--- src/rtl/npu_pkg.sv ---
// Shared NPU definitions: PE count, data bus width and the bus arbiter state encoding.
// Imported by npu, pe and pe_bus_arbiter so every block agrees on these constants.
package npu_pkg;

    localparam int NUM_PE        = 8;
    localparam int BUS_W         = 32;
    localparam int ARB_MAX_BEATS = 32;

    typedef enum logic [1:0] {
        ST_IDLE  = 2'd0,
        ST_GRANT = 2'd1,
        ST_HOST  = 2'd2,
        ST_TURN  = 2'd3
    } arb_state_e;

    // Round-robin successor of an index in a ring of n entries.
    function automatic int wrap_inc(input int idx, input int n);
        int nxt;
        nxt = idx + 1;
        if (nxt >= n) begin
            nxt = 0;
        end else begin
            nxt = nxt;
        end
        return nxt;
    endfunction

endpackage

--- src/rtl/pe_bus_arbiter_rr_pick.sv ---
// Combinational round-robin pick: first set request at or after ptr, wrapping at NUM_REQ.
module rr_pick
    import npu_pkg::*;
#(
    parameter int NUM_REQ = NUM_PE,
    parameter int IDX_W   = $clog2(NUM_REQ)
) (
    input  logic [NUM_REQ-1:0] req_i,
    input  logic [IDX_W-1:0]   ptr_i,
    output logic               valid_o,
    output logic [IDX_W-1:0]   idx_o
);

    // Scan the ring starting at ptr and keep the first requester seen.
    always_comb begin
        int  cand;
        logic found;
        cand    = 0;
        found   = 1'b0;
        valid_o = 1'b0;
        idx_o   = '0;
        for (int i = 0; i < NUM_REQ; i++) begin
            cand = int'(ptr_i) + i;
            if (cand >= NUM_REQ) begin
                cand = cand - NUM_REQ;
            end else begin
                cand = cand;
            end
            if (!found && req_i[cand]) begin
                found = 1'b1;
                idx_o = IDX_W'(cand);
            end else begin
                found = found;
            end
        end
        valid_o = found;
    end

endmodule

--- src/rtl/pe_bus_arbiter.sv ---
// Shared data bus arbiter: round-robin among PEs with a per-grant beat cap, host priority
// at each arbitration point, and one dead TURN cycle between owners for tristate turnaround.
module pe_bus_arbiter
    import npu_pkg::*;
#(
    parameter int NUM_REQ   = NUM_PE,
    parameter int MAX_BEATS = ARB_MAX_BEATS
) (
    input  logic                       clk,
    input  logic                       rst,
    input  logic [NUM_REQ-1:0]         req,
    input  logic [NUM_REQ-1:0]         last,
    input  logic                       host_req,
    output logic [NUM_REQ-1:0]         gnt,
    output logic                       host_gnt,
    output logic [$clog2(NUM_REQ)-1:0] owner,
    output logic                       busy
);

    localparam int IDX_W  = $clog2(NUM_REQ);
    localparam int BEAT_W = (MAX_BEATS > 1) ? $clog2(MAX_BEATS) : 1;

    arb_state_e         state_q, state_d;
    logic [NUM_REQ-1:0] gnt_q, gnt_d;
    logic               host_gnt_q, host_gnt_d;
    logic [IDX_W-1:0]   owner_q, owner_d;
    logic               busy_q, busy_d;
    logic [IDX_W-1:0]   rr_ptr_q, rr_ptr_d;
    logic [BEAT_W-1:0]  beat_cnt_q, beat_cnt_d;
    logic               pick_valid_s;
    logic [IDX_W-1:0]   pick_idx_s;
    logic               grant_end_s;

    rr_pick #(
        .NUM_REQ (NUM_REQ),
        .IDX_W   (IDX_W)
    ) u_rr_pick (
        .req_i   (req),
        .ptr_i   (rr_ptr_q),
        .valid_o (pick_valid_s),
        .idx_o   (pick_idx_s)
    );

    assign grant_end_s = last[owner_q] || !req[owner_q]
                      || (beat_cnt_q == BEAT_W'(MAX_BEATS - 1));

    // Next-state and next-output decode; outputs are computed for the cycle after the decision.
    always_comb begin
        state_d    = state_q;
        gnt_d      = '0;
        host_gnt_d = 1'b0;
        owner_d    = owner_q;
        rr_ptr_d   = rr_ptr_q;
        beat_cnt_d = beat_cnt_q;
        case (state_q)
            ST_IDLE, ST_TURN: begin
                beat_cnt_d = '0;
                if (host_req) begin
                    state_d    = ST_HOST;
                    host_gnt_d = 1'b1;
                end else if (pick_valid_s) begin
                    state_d           = ST_GRANT;
                    gnt_d[pick_idx_s] = 1'b1;
                    owner_d           = pick_idx_s;
                end else begin
                    state_d = ST_IDLE;
                end
            end
            ST_GRANT: begin
                // The ending beat is still driven; the bus goes dead on the following cycle.
                if (grant_end_s) begin
                    state_d    = ST_TURN;
                    rr_ptr_d   = IDX_W'(wrap_inc(int'(owner_q), NUM_REQ));
                    beat_cnt_d = '0;
                end else begin
                    gnt_d[owner_q] = 1'b1;
                    beat_cnt_d     = beat_cnt_q + BEAT_W'(1);
                end
            end
            ST_HOST: begin
                if (host_req) begin
                    host_gnt_d = 1'b1;
                end else begin
                    state_d = ST_TURN;
                end
            end
            default: begin
                state_d = ST_IDLE;
            end
        endcase
        busy_d = (state_d != ST_IDLE);
    end

    // State and output registers with synchronous reset.
    always_ff @(posedge clk) begin
        if (rst) begin
            state_q    <= ST_IDLE;
            gnt_q      <= '0;
            host_gnt_q <= 1'b0;
            owner_q    <= '0;
            busy_q     <= 1'b0;
            rr_ptr_q   <= '0;
            beat_cnt_q <= '0;
        end else begin
            state_q    <= state_d;
            gnt_q      <= gnt_d;
            host_gnt_q <= host_gnt_d;
            owner_q    <= owner_d;
            busy_q     <= busy_d;
            rr_ptr_q   <= rr_ptr_d;
            beat_cnt_q <= beat_cnt_d;
        end
    end

    assign gnt      = gnt_q;
    assign host_gnt = host_gnt_q;
    assign owner    = owner_q;
    assign busy     = busy_q;

endmodule

--- config.mk ---
export PLATFORM = sky130hd
export DESIGN_NAME = pe_bus_arbiter
export DESIGN_NICKNAME = d
export VERILOG_FILES = /design/src/rtl/npu_pkg.sv /design/src/rtl/pe_bus_arbiter_rr_pick.sv /design/src/rtl/pe_bus_arbiter.sv
export SDC_FILE = /design/constraint.sdc
export NUM_CORES = 1
export LEC_CHECK = 0
export CAP_MARGIN = 10
export CORE_ASPECT_RATIO = 0.6
export CORE_MARGIN = 5
export CORE_UTILIZATION = 25
export DETAILED_ROUTE_END_ITERATION = 8
export PLACE_DENSITY = 0.4
export SLEW_MARGIN = 20
export SYNTH_ARGS = -nofsm -noshare
export SYNTH_HDL_FRONTEND = slang
export SYNTH_SLANG_ARGS = --single-unit
--- constraint.sdc ---
create_clock -name clk -period 5 [get_ports clk]
set_input_delay 1 -clock clk [delete_from_list [all_inputs] [get_ports clk]]
set_output_delay 1 -clock clk [all_outputs]
set_load 0.05 [all_outputs]
; After elaboration in Yosys (flattened, before gate mapping)
; Index checks and enable logic that the tools add are counted.
[classes]
n_addsub = 17
n_lt_le_gt_ge = 21
n_eq_ne = 4
n_mux = 69
n_bitwise = 2
n_reduce_logical = 27
[ops]
columns = operator, n
row1 = "32-bit by 5-bit less-than comparator with 1-bit output, second input constant", 8
row2 = 32-bit two-way mux, 8
row3 = "32-bit by 5-bit >= comparator with 1-bit output, second input constant", 7
row4 = "32-bit by 5-bit subtractor with 32-bit output, second input constant", 7
row5 = 1-bit binary-select mux with 3-bit select, 10
row6 = 1-bit two-way mux, 30
row7 = 3-bit two-way mux, 9
row8 = 8-bit two-way mux, 3
row9 = "3-bit by 3-bit adder with 4-bit output, second input constant", 4
row10 = 8-bit case mux with 2 select lines, 1
row11 = 5-bit case mux with 2 select lines, 1
row12 = 1-bit logical AND, 9
row13 = "3-bit by 1-bit adder with 4-bit output, second input constant", 2
row14 = "3-bit by 2-bit adder with 4-bit output, second input constant", 2
row15 = 1-bit zero test, 8
row16 = "3-bit by 4-bit less-than comparator with 1-bit output, second input constant", 2
row17 = 1-bit demux with 3-bit select, 2
row18 = "3-bit by 1-bit >= comparator with 1-bit output, second input constant", 2
row19 = 2-bit two-way mux, 3
row20 = 2-bit case mux with 3 select lines, 1
row21 = "5-bit by 1-bit adder with 5-bit output, second input constant", 1
row22 = "5-bit equality test, second input constant", 1
row23 = 5-bit two-way mux, 1
row24 = "3-bit by 4-bit subtractor with 5-bit output, second input constant", 1
row25 = 12 further kinds, 17
[totals]
regBits = 23
output_inout_bits = 13
word_cells = 147

; Logic depth before layout (Yosys ltp)
; Gate-level depths: netlist of the first run.
[logic_depth]
depth_word = 34
ltp_mapped = 13
ltp_nobuf = 9

; Modules after synthesis
; A second synthesis of the first run with hierarchy kept.
[hier_totals]
hier_cells = 258
area_unflattened_um2 = 2279.7
[by_module_without_submodules]
columns = mod, n_inst, cells_per_inst, area_per_inst_um2, seq_area_each_um2
row1 = pe_bus_arbiter, 1, 143, 1217.4, 460.4
row2 = rr_pick, 1, 115, 1062.3, 0.0

; Worst setup path before layout of the first run
; OpenSTA, ideal clock, no wires.
[synth_timing]
path_type = flip-flop to flip-flop
startpoint = register rr_ptr_q[1]
endpoint = register gnt_q[0], in the netlist gnt[0]
setup_time_ns = 0.117
arrival_time_ns = 2.875
slack_ns = 2.008
stages_incl_launch_ff = 13
path_buffers = 3
period_less_slack_ns = 2.992
path_cell_list = dfxtp_1 buf_6 buf_2 inv_1 ha_1 buf_6 mux2_1 mux4_2 o211ai_1 nand2b_1 a221oi_4 inv_2 a32o_1
[synth_between]
elab_chain_len = 34
elab_cells_between_ends = 93
[synth_rtl]
columns = element, line_no
row1 = start: declaration, pe_bus_arbiter.sv:28  ; logic [IDX_W-1:0] rr_ptr_q, rr_ptr_d;
row2 = start signal: assignment, pe_bus_arbiter.sv:110  ; rr_ptr_q <= rr_ptr_d;
row3 = "parallel branches: the longest is 31 deep, another holds 32-bit by 5-bit subtractor with 32-bit output", --
row4 = 8-bit two-way mux *, pe_bus_arbiter.sv:61  ; end else if (pick_valid_s) begin
row5 = 8-bit two-way mux *, pe_bus_arbiter.sv:58  ; if (host_req) begin
row6 = 8-bit case mux with 2 select lines *, pe_bus_arbiter.sv:55  ; case (state_q)
row7 = end signal: assignment, pe_bus_arbiter.sv:106  ; gnt_q <= gnt_d;
row8 = end: declaration, pe_bus_arbiter.sv:24  ; logic [NUM_REQ-1:0] gnt_q, gnt_d;
; Every way passes the cells marked *. The select of a mux whose other input is x is not followed.
; A chain may end at the register's enable or synchronous reset.

; Worst setup path after layout of the first run
[layout_timing]
startpoint = input req[4]
endpoint = register gnt_q[5], in the netlist gnt[5]
[layout_between]
elab_chain_len = 32
elab_cells_between_ends = 68
[layout_rtl]
columns = element, line_no
row1 = start: declaration, pe_bus_arbiter.sv:11  ; input logic [NUM_REQ-1:0] req,
row2 = 1-bit binary-select mux with 3-bit select, pe_bus_arbiter_rr_pick.sv:29  ; if (!found && req_i[cand]) begin
row3 = 1-bit two-way mux (not written as such) (2 in a row), pe_bus_arbiter_rr_pick.sv:29
row4 = 1-bit two-way mux, pe_bus_arbiter_rr_pick.sv:29
row5 = 1-bit zero test, pe_bus_arbiter_rr_pick.sv:29
row6 = 1-bit logical AND, pe_bus_arbiter_rr_pick.sv:29
row7 = 1-bit two-way mux, pe_bus_arbiter_rr_pick.sv:29
row8 = 1-bit zero test, pe_bus_arbiter_rr_pick.sv:29
row9 = 1-bit logical AND, pe_bus_arbiter_rr_pick.sv:29
row10 = [... 15 more ...], --
row11 = 3-bit two-way mux, pe_bus_arbiter_rr_pick.sv:29
row12 = 3-bit by 4-bit less-than comparator with 1-bit output (not written as such) or 3-bit by 1-bit >= comparator with 1-bit output (tied branches), pe_bus_arbiter.sv:63  ; gnt_d[pick_idx_s] = 1'b1;
row13 = 1-bit logical AND (not written as such), pe_bus_arbiter.sv:63
row14 = 1-bit two-way mux (not written as such), pe_bus_arbiter.sv:63
row15 = 1-bit demux with 3-bit select, pe_bus_arbiter.sv:63
row16 = 8-bit two-way mux, pe_bus_arbiter.sv:61
row17 = 8-bit two-way mux, pe_bus_arbiter.sv:58
row18 = 8-bit case mux with 2 select lines *, pe_bus_arbiter.sv:55
; Mark *: on every way between the ends. The rest lies on a longest branch, timed or not. The select of a mux whose other input is x is not followed.

==> results of run 1 <==
registers in the layout (all words and copies together), names as in the netlist:
| name | flops |
|---|---|
| rr_ptr_q | 3 |
| beat_cnt_q | 5 |
| owner | 3 |
| host_gnt | 1 |
| state_q | 2 |
| busy | 1 |
| gnt | 8 |
layer usage:
layer | up-vias | part of all wire (%) | track usage (%)
met5 | - | 0 | 0
met4 | 0 | 0.30 | 1.11
met3 | 2 | 6.8 | 3.97
met2 | 54 | 37 | 13.9
met1 | 963 | 56 | 18.3
li1 | 954 | - | -
cells by family after synthesis:
logic type | Yosys count
simple gates | 74
flops | 23
buf+inv | 37
fa+ha+maj | 9
compound gates | 56
xor+xnor | 4
mux | 37
power by group through the flow:
stage / Clock (mW) / Sequential (mW) / Combinational, mW
detailed placement: 0 / 0.287 / 0.934
floorplan: 0 / 0.337 / 0.706
CTS: 0.185 / 0.283 / 0.937
global route: 0.197 / 0.292 / 1.03
global placement: 0 / 0.290 / 0.943
finish: 0.180 / 0.282 / 0.937
worst max-delay path: cells and delay by family:
kind / cells / cell delay, ns
compound gates: 2 / 0.77
simple gates: 1 / 0.21
buf+inv: 2 / 0.73
mux: 2 / 1.22
Yosys cell counts (all sizes together) (2+ instances only):
master / count
nor2b: 3
a31o: 2
mux2i: 11
nand2b: 2
a211oi: 5
xor2: 3
o32ai: 4
clkbuf: 3
and3: 2
nor2: 17
mux2: 5
o21ai: 4
a31oi: 7
o22ai: 2
and2: 6
a21oi: 13
nor3: 5
o2111ai: 2
ha: 9
nor3b: 6
nand3: 5
mux4: 21
buf: 18
nand2: 18
inv: 16
a32o: 4
o211ai: 3
nand3b: 2
dfxtp: 23
or3: 3
metrics by stage:
stage / setup WS [ns] / util (%) / area (sq um)
floorplan: 2.01 / - / 2330
global placement: 1.03 / 29.1 / 2650
detailed placement: 0.972 / 29.1 / 2650
CTS: 1.24 / 29.9 / 2730
global route: 0.991 / 29.9 / 2730
finish: 1.23 / 29.9 / 2730
layout make-up:
type,count,area [sq um]
Inverter,16,60.1
Clock buffer,4,78.8
Fill cell,965,6390
Timing Repair Buffer,33,325
Sequential cell,23,460
Tap cell,116,145
Multi-Input combinational cell,180,1660
path summary, 6_finish.rpt:
check / slack (ns) / endpoint / startpoint / depth (start not counted)
max reg2reg: 1.27 / gnt[5]$_SDFF_PP0_ / rr_ptr_q[0]$_SDFFE_PP0P_ / 9
min: 0.48 / beat_cnt_q[4]$_SDFFE_PP0P_ / beat_cnt_q[4]$_SDFFE_PP0P_ / 2
max: 1.23 / gnt[5]$_SDFF_PP0_ / req[4] / 7
min reg2reg: 0.48 / beat_cnt_q[4]$_SDFFE_PP0P_ / beat_cnt_q[4]$_SDFFE_PP0P_ / 2
==> results.cfg, run 1 <==
[global_routing]
antenna_found_initial = 0
grt_pass1_vias = 1861
grt_pass1_wl_um = 10200
globalRouteOverflowTotal = 0
grtUsageTotal_pct = 11.2
grt_max_degree = 20

[finish]
antenna_cells = 0
finalNetCount = 285
layout_common_cells = 31 x clkdlybuf4s50_1, 23 x dfxtp_1, 17 x mux4_2, 17 x nand2_1, 17 x nor2_1
finalNonFillerCells = 372
area_growth_pct = 17.1
drive_above_1_share_pct = 14.8
final_common_cell = clkdlybuf4s50_1

[synth]
ys_seq_area_share_pct = 19.7
synth_edf_count = 0
synth_nets = 268
synth-simple-area-share_pct = 16.8
synthCells = 240
synthArstFlopShare_pct = 0
synth_area_leaders = dfxtp_1 20%, mux4_2 16%, ha_1 4.8%, mux4_1 4.5%, mux2i_1 3.4%
synth-compound-area-share_pct = 18.3
synth_top_area_share_pct = 19.7
synth-main-ff-cell = dfxtp_1
synth_top_family_by_area = multiplexers
yosysWarnings = 0
synth_xor_area_share_pct = 1.50
ys_types = 61
syn_area_per_cell_sq_um = 9.72
syn_area_sq_mm = 0.00233
yosys_register_bits = 23
synthAdderAreaFrac_pct = 4.83
muxShareOfSynthArea_pct = 29.8
synth_top_cell_by_area = dfxtp_1

[clock_network]
cts_setup_buffers = 0
numCtsBuffers = 3
cts_buffer_depth = 2
clk_latency_ns = 0.26
cts.reportedPaths.clkPinSlew_ns = 0.06
cts.sinks = 23
hold_buffers = 0
cts_tree = done
post_cts_resized = 0
cts-root-buf = clkbuf_16
htree_levels = 1

[timing]
fin_tns_setup_ns = 0
slew-limit-headroom_pct = 41.3
report.final.slew_viol_count = 0
final.period_utilization_pct = 75.5
rsz0062_at_grt = no
fin_worst_skew_ns = 0.00313
setup_viol = 0
hold_violations = 0
hold_slack_ns = 0.477
final.min_clock_period_ns = 3.77
tightest_slew_ns = 0.856
clock.fmax_ghz = 0.265

[routing]
drt_wl_total_um = 6290
ant_nets = 0
wl_per_cell_um = 16.9
drc = 0
vias = 1973
firstDrtPassIters = 4
vias_per_cell = 5.30
first_iter_violations = 168

[floorplanning]
ios = 32
die_w_um = 135
die_h_um = 84.8
start_util_pct = 25.6
rows = 27
core_sq_mm = 0.00912
die-area_sq_mm = 0.0114

[pwr]
seqPwrFrac_pct = 20.2
switching_share_pct = 47.9
p_switching_uw = 671
p_per_area_mw_per_mm2 = 512
ir_drop_mv = 0.202
internal_power_uw = 729
total_power_mw = 1.40
p_clk_share_pct = 12.9
combPwrFrac_pct = 66.9
p_leak_nw = 0.956

[critical_path]
worstPathMaxFanout = 12
start_kind = input pin
cp_slowest_stage_delay_ns = 0.69
crit_arrival_ns = 3.94
cp_slowest_cell = mux2i_1
cp-end-kind = flop
path_class = input pin to flop
worstPathCellList = clkdlybuf4s50_1 -> mux4_2 -> mux2i_1 -> nand2_1 -> a221oi_4 -> inv_2 -> o32ai_1
cp.required_ns = 5.16

[run_status]
status = finished, final reports clean

[placed_design]
gp_congestion = 0.804
portBuffers = 31
dp.cells = 368
dpl.hpwl_um = 4800

[run]
drv_cap = 0

[hold_path]
holdCritPathClass = flop to flop
Power figures use the tool's default switching activity.
==> inputs of run 2 (changes only) <==
PLACE_DENSITY = 0.41   (was 0.4)
clock period = 3.3 ns   (was 5 ns; I/O delays follow)
==> run 2 against run 1 <==
  * Critical path depth up 1
  * Sequential cell count unchanged
  * Register-to-register slack worse by 0.91 ns
  * Clock power increased by 50%
  * Worst hold slack got worse by 0.010 ns
  * Final cell count increased by 6.5%
  * Largest power group unchanged
==> results.cfg, run 2 (synthesized netlist as in run 1, its figures left out) <==
[clock_network]
cts.reportedPaths.clkPinSlew_ns = 0.06
cts_buffer_depth = 2
cts_tree = done
cts.sinks = 23
clk_latency_ns = 0.26
post_cts_resized = 0
numCtsBuffers = 3
cts_setup_buffers = 0
cts-root-buf = clkbuf_16
hold_buffers = 0
htree_levels = 1

[timing]
rsz0062_at_grt = no
tightest_slew_ns = 0.609
timing.final.ws_setup_ns = 0.241
final.period_utilization_pct = 92.7
setup_viol = 0
clock.fmax_ghz = 0.327
hold_violations = 0
slew-limit-headroom_pct = 59.4
fin_worst_skew_ns = 0.00164
report.final.slew_viol_count = 0
final.min_clock_period_ns = 3.06

[floorplanning]
die_w_um = 135
die_h_um = 84.8
rows = 27
start_util_pct = 25.6
die-area_sq_mm = 0.0114
ios = 32
core_sq_mm = 0.00912

[critical_path]
cp-end-kind = flop
crit_start = req[4]
crit_arrival_ns = 3.22
start_kind = input pin
path_class = input pin to flop
r2r_cells = 10
worstReg2RegStart = rr_ptr_q[0]$_SDFFE_PP0P_
cp-endpoint = gnt[6]$_SDFF_PP0_
cp.required_ns = 3.46
r2r_slack_ns = 0.36
r2r_end = gnt[7]$_SDFF_PP0_
worstPathMaxFanout = 12

[pwr]
ir_drop_mv = 0.344
total_power_mw = 2.23
p_per_area_mw_per_mm2 = 767
p_leak_nw = 1.08

[finish]
nFillCells = 956
final_common_cell = clkdlybuf4s50_1
layout_common_cells = 31 x clkdlybuf4s50_1, 26 x buf_4, 23 x dfxtp_1
drive_above_1_share_pct = 22.5
fin_area_sq_mm = 0.00291
antenna_cells = 0
finalNetCount = 309
largest_reg_flops = 8
area_growth_pct = 24.9
multiInputGateArea_sq_mm = 0.00166
seq_area_sq_um = 460

[global_routing]
grt_pass1_wl_um = 10600
use_met1_pct = 19.6
grtUsageTotal_pct = 11.6
grtUsageMet3_pct = 3.02
grt_util_met2_pct = 14.9
antenna_found_initial = 0
grt_pass1_vias = 1916
globalRouteOverflowTotal = 0
grt_max_degree = 20
busiest_layer = met1

[routing]
vias_per_cell = 5.11
wl_per_cell_um = 16.4
first_iter_violations = 111
ant_nets = 0
firstDrtPassIters = 4
drt_wl_total_um = 6500
vias = 2025
drc = 0

[placed_design]
place_ws_ns = -0.0113
dpl.hpwl_um = 5110
placed_cell_area_sq_mm = 0.00283
portBuffers = 31
gp_congestion = 0.858

[hold_path]
holdCritPathClass = flop to flop

[run]
drv_cap = 0

[run_status]
status = finished, final reports clean
[run 2: changes by cell type in the layout (fill, tap and decap cells not counted), sizes merged]
cell / previous run / this run
buf: 2 / 26
clkinv: 0 / 1
clkbuf: 4 / 3
[run 2: final cells by class]
type                       instances  share of cell area [%]
multi-input combinational        180                    57.0
timing repair buffer              57                    17.4
sequential                        23                    15.8
tap                              116                    4.98
clock buffer                       3                    2.58
inverter                          16                    2.06
clock inverter                     1                   0.172
[run 2: through the flow]
stage,instances,utilization [%],hold slack [ns],TNS [ns]
finish,396,31.9,0.467,0
global route,396,31.9,0.493,0
CTS,396,31.9,0.473,0
detailed placement,392,31.1,0.463,-0.0158
global placement,392,31.1,0.459,-0.161
floorplan,240,-,0.445,0
[run 2: critical path: stages]
cell             delay [ns]
clkdlybuf4s50_1        0.60
mux4_2                 0.55
mux2_2                 0.32
nor3_1                 0.18
nor2_1                 0.10
o31ai_2                0.36
nand2_2                0.13
o32ai_1                0.31
[run 2: worst min-delay path by stage]
stage,startpoint,to,slack [ns],cells after the start
floorplan,beat_cnt_q[4]$_SDFFE_PP0P_,beat_cnt_q[4]$_SDFFE_PP0P_,0.45,2
global placement,beat_cnt_q[4]$_SDFFE_PP0P_,beat_cnt_q[4]$_SDFFE_PP0P_,0.46,2
detailed placement,beat_cnt_q[4]$_SDFFE_PP0P_,beat_cnt_q[4]$_SDFFE_PP0P_,0.46,2
CTS,beat_cnt_q[4]$_SDFFE_PP0P_,beat_cnt_q[4]$_SDFFE_PP0P_,0.47,2
global route,beat_cnt_q[4]$_SDFFE_PP0P_,beat_cnt_q[4]$_SDFFE_PP0P_,0.49,2
finish,beat_cnt_q[4]$_SDFFE_PP0P_,beat_cnt_q[4]$_SDFFE_PP0P_,0.47,2
[run 2: where the power goes]
group,total (mW),internal [mW],leakage (nW),switching (mW)
Combinational,1.55,0.693,0.847,0.856
Clock,0.270,0.163,0.0409,0.106
Sequential,0.414,0.336,0.187,0.0782
Total,2.23,1.19,1.08,1.04
[run 2: routing by layer]
layer	vias to the layer above	wire (um)	share of wire, %
met4	0	0	0
met3	0	416	6.4
met2	56	2480	38
li1	997	-	-
met1	972	3600	55
met5	-	0	0
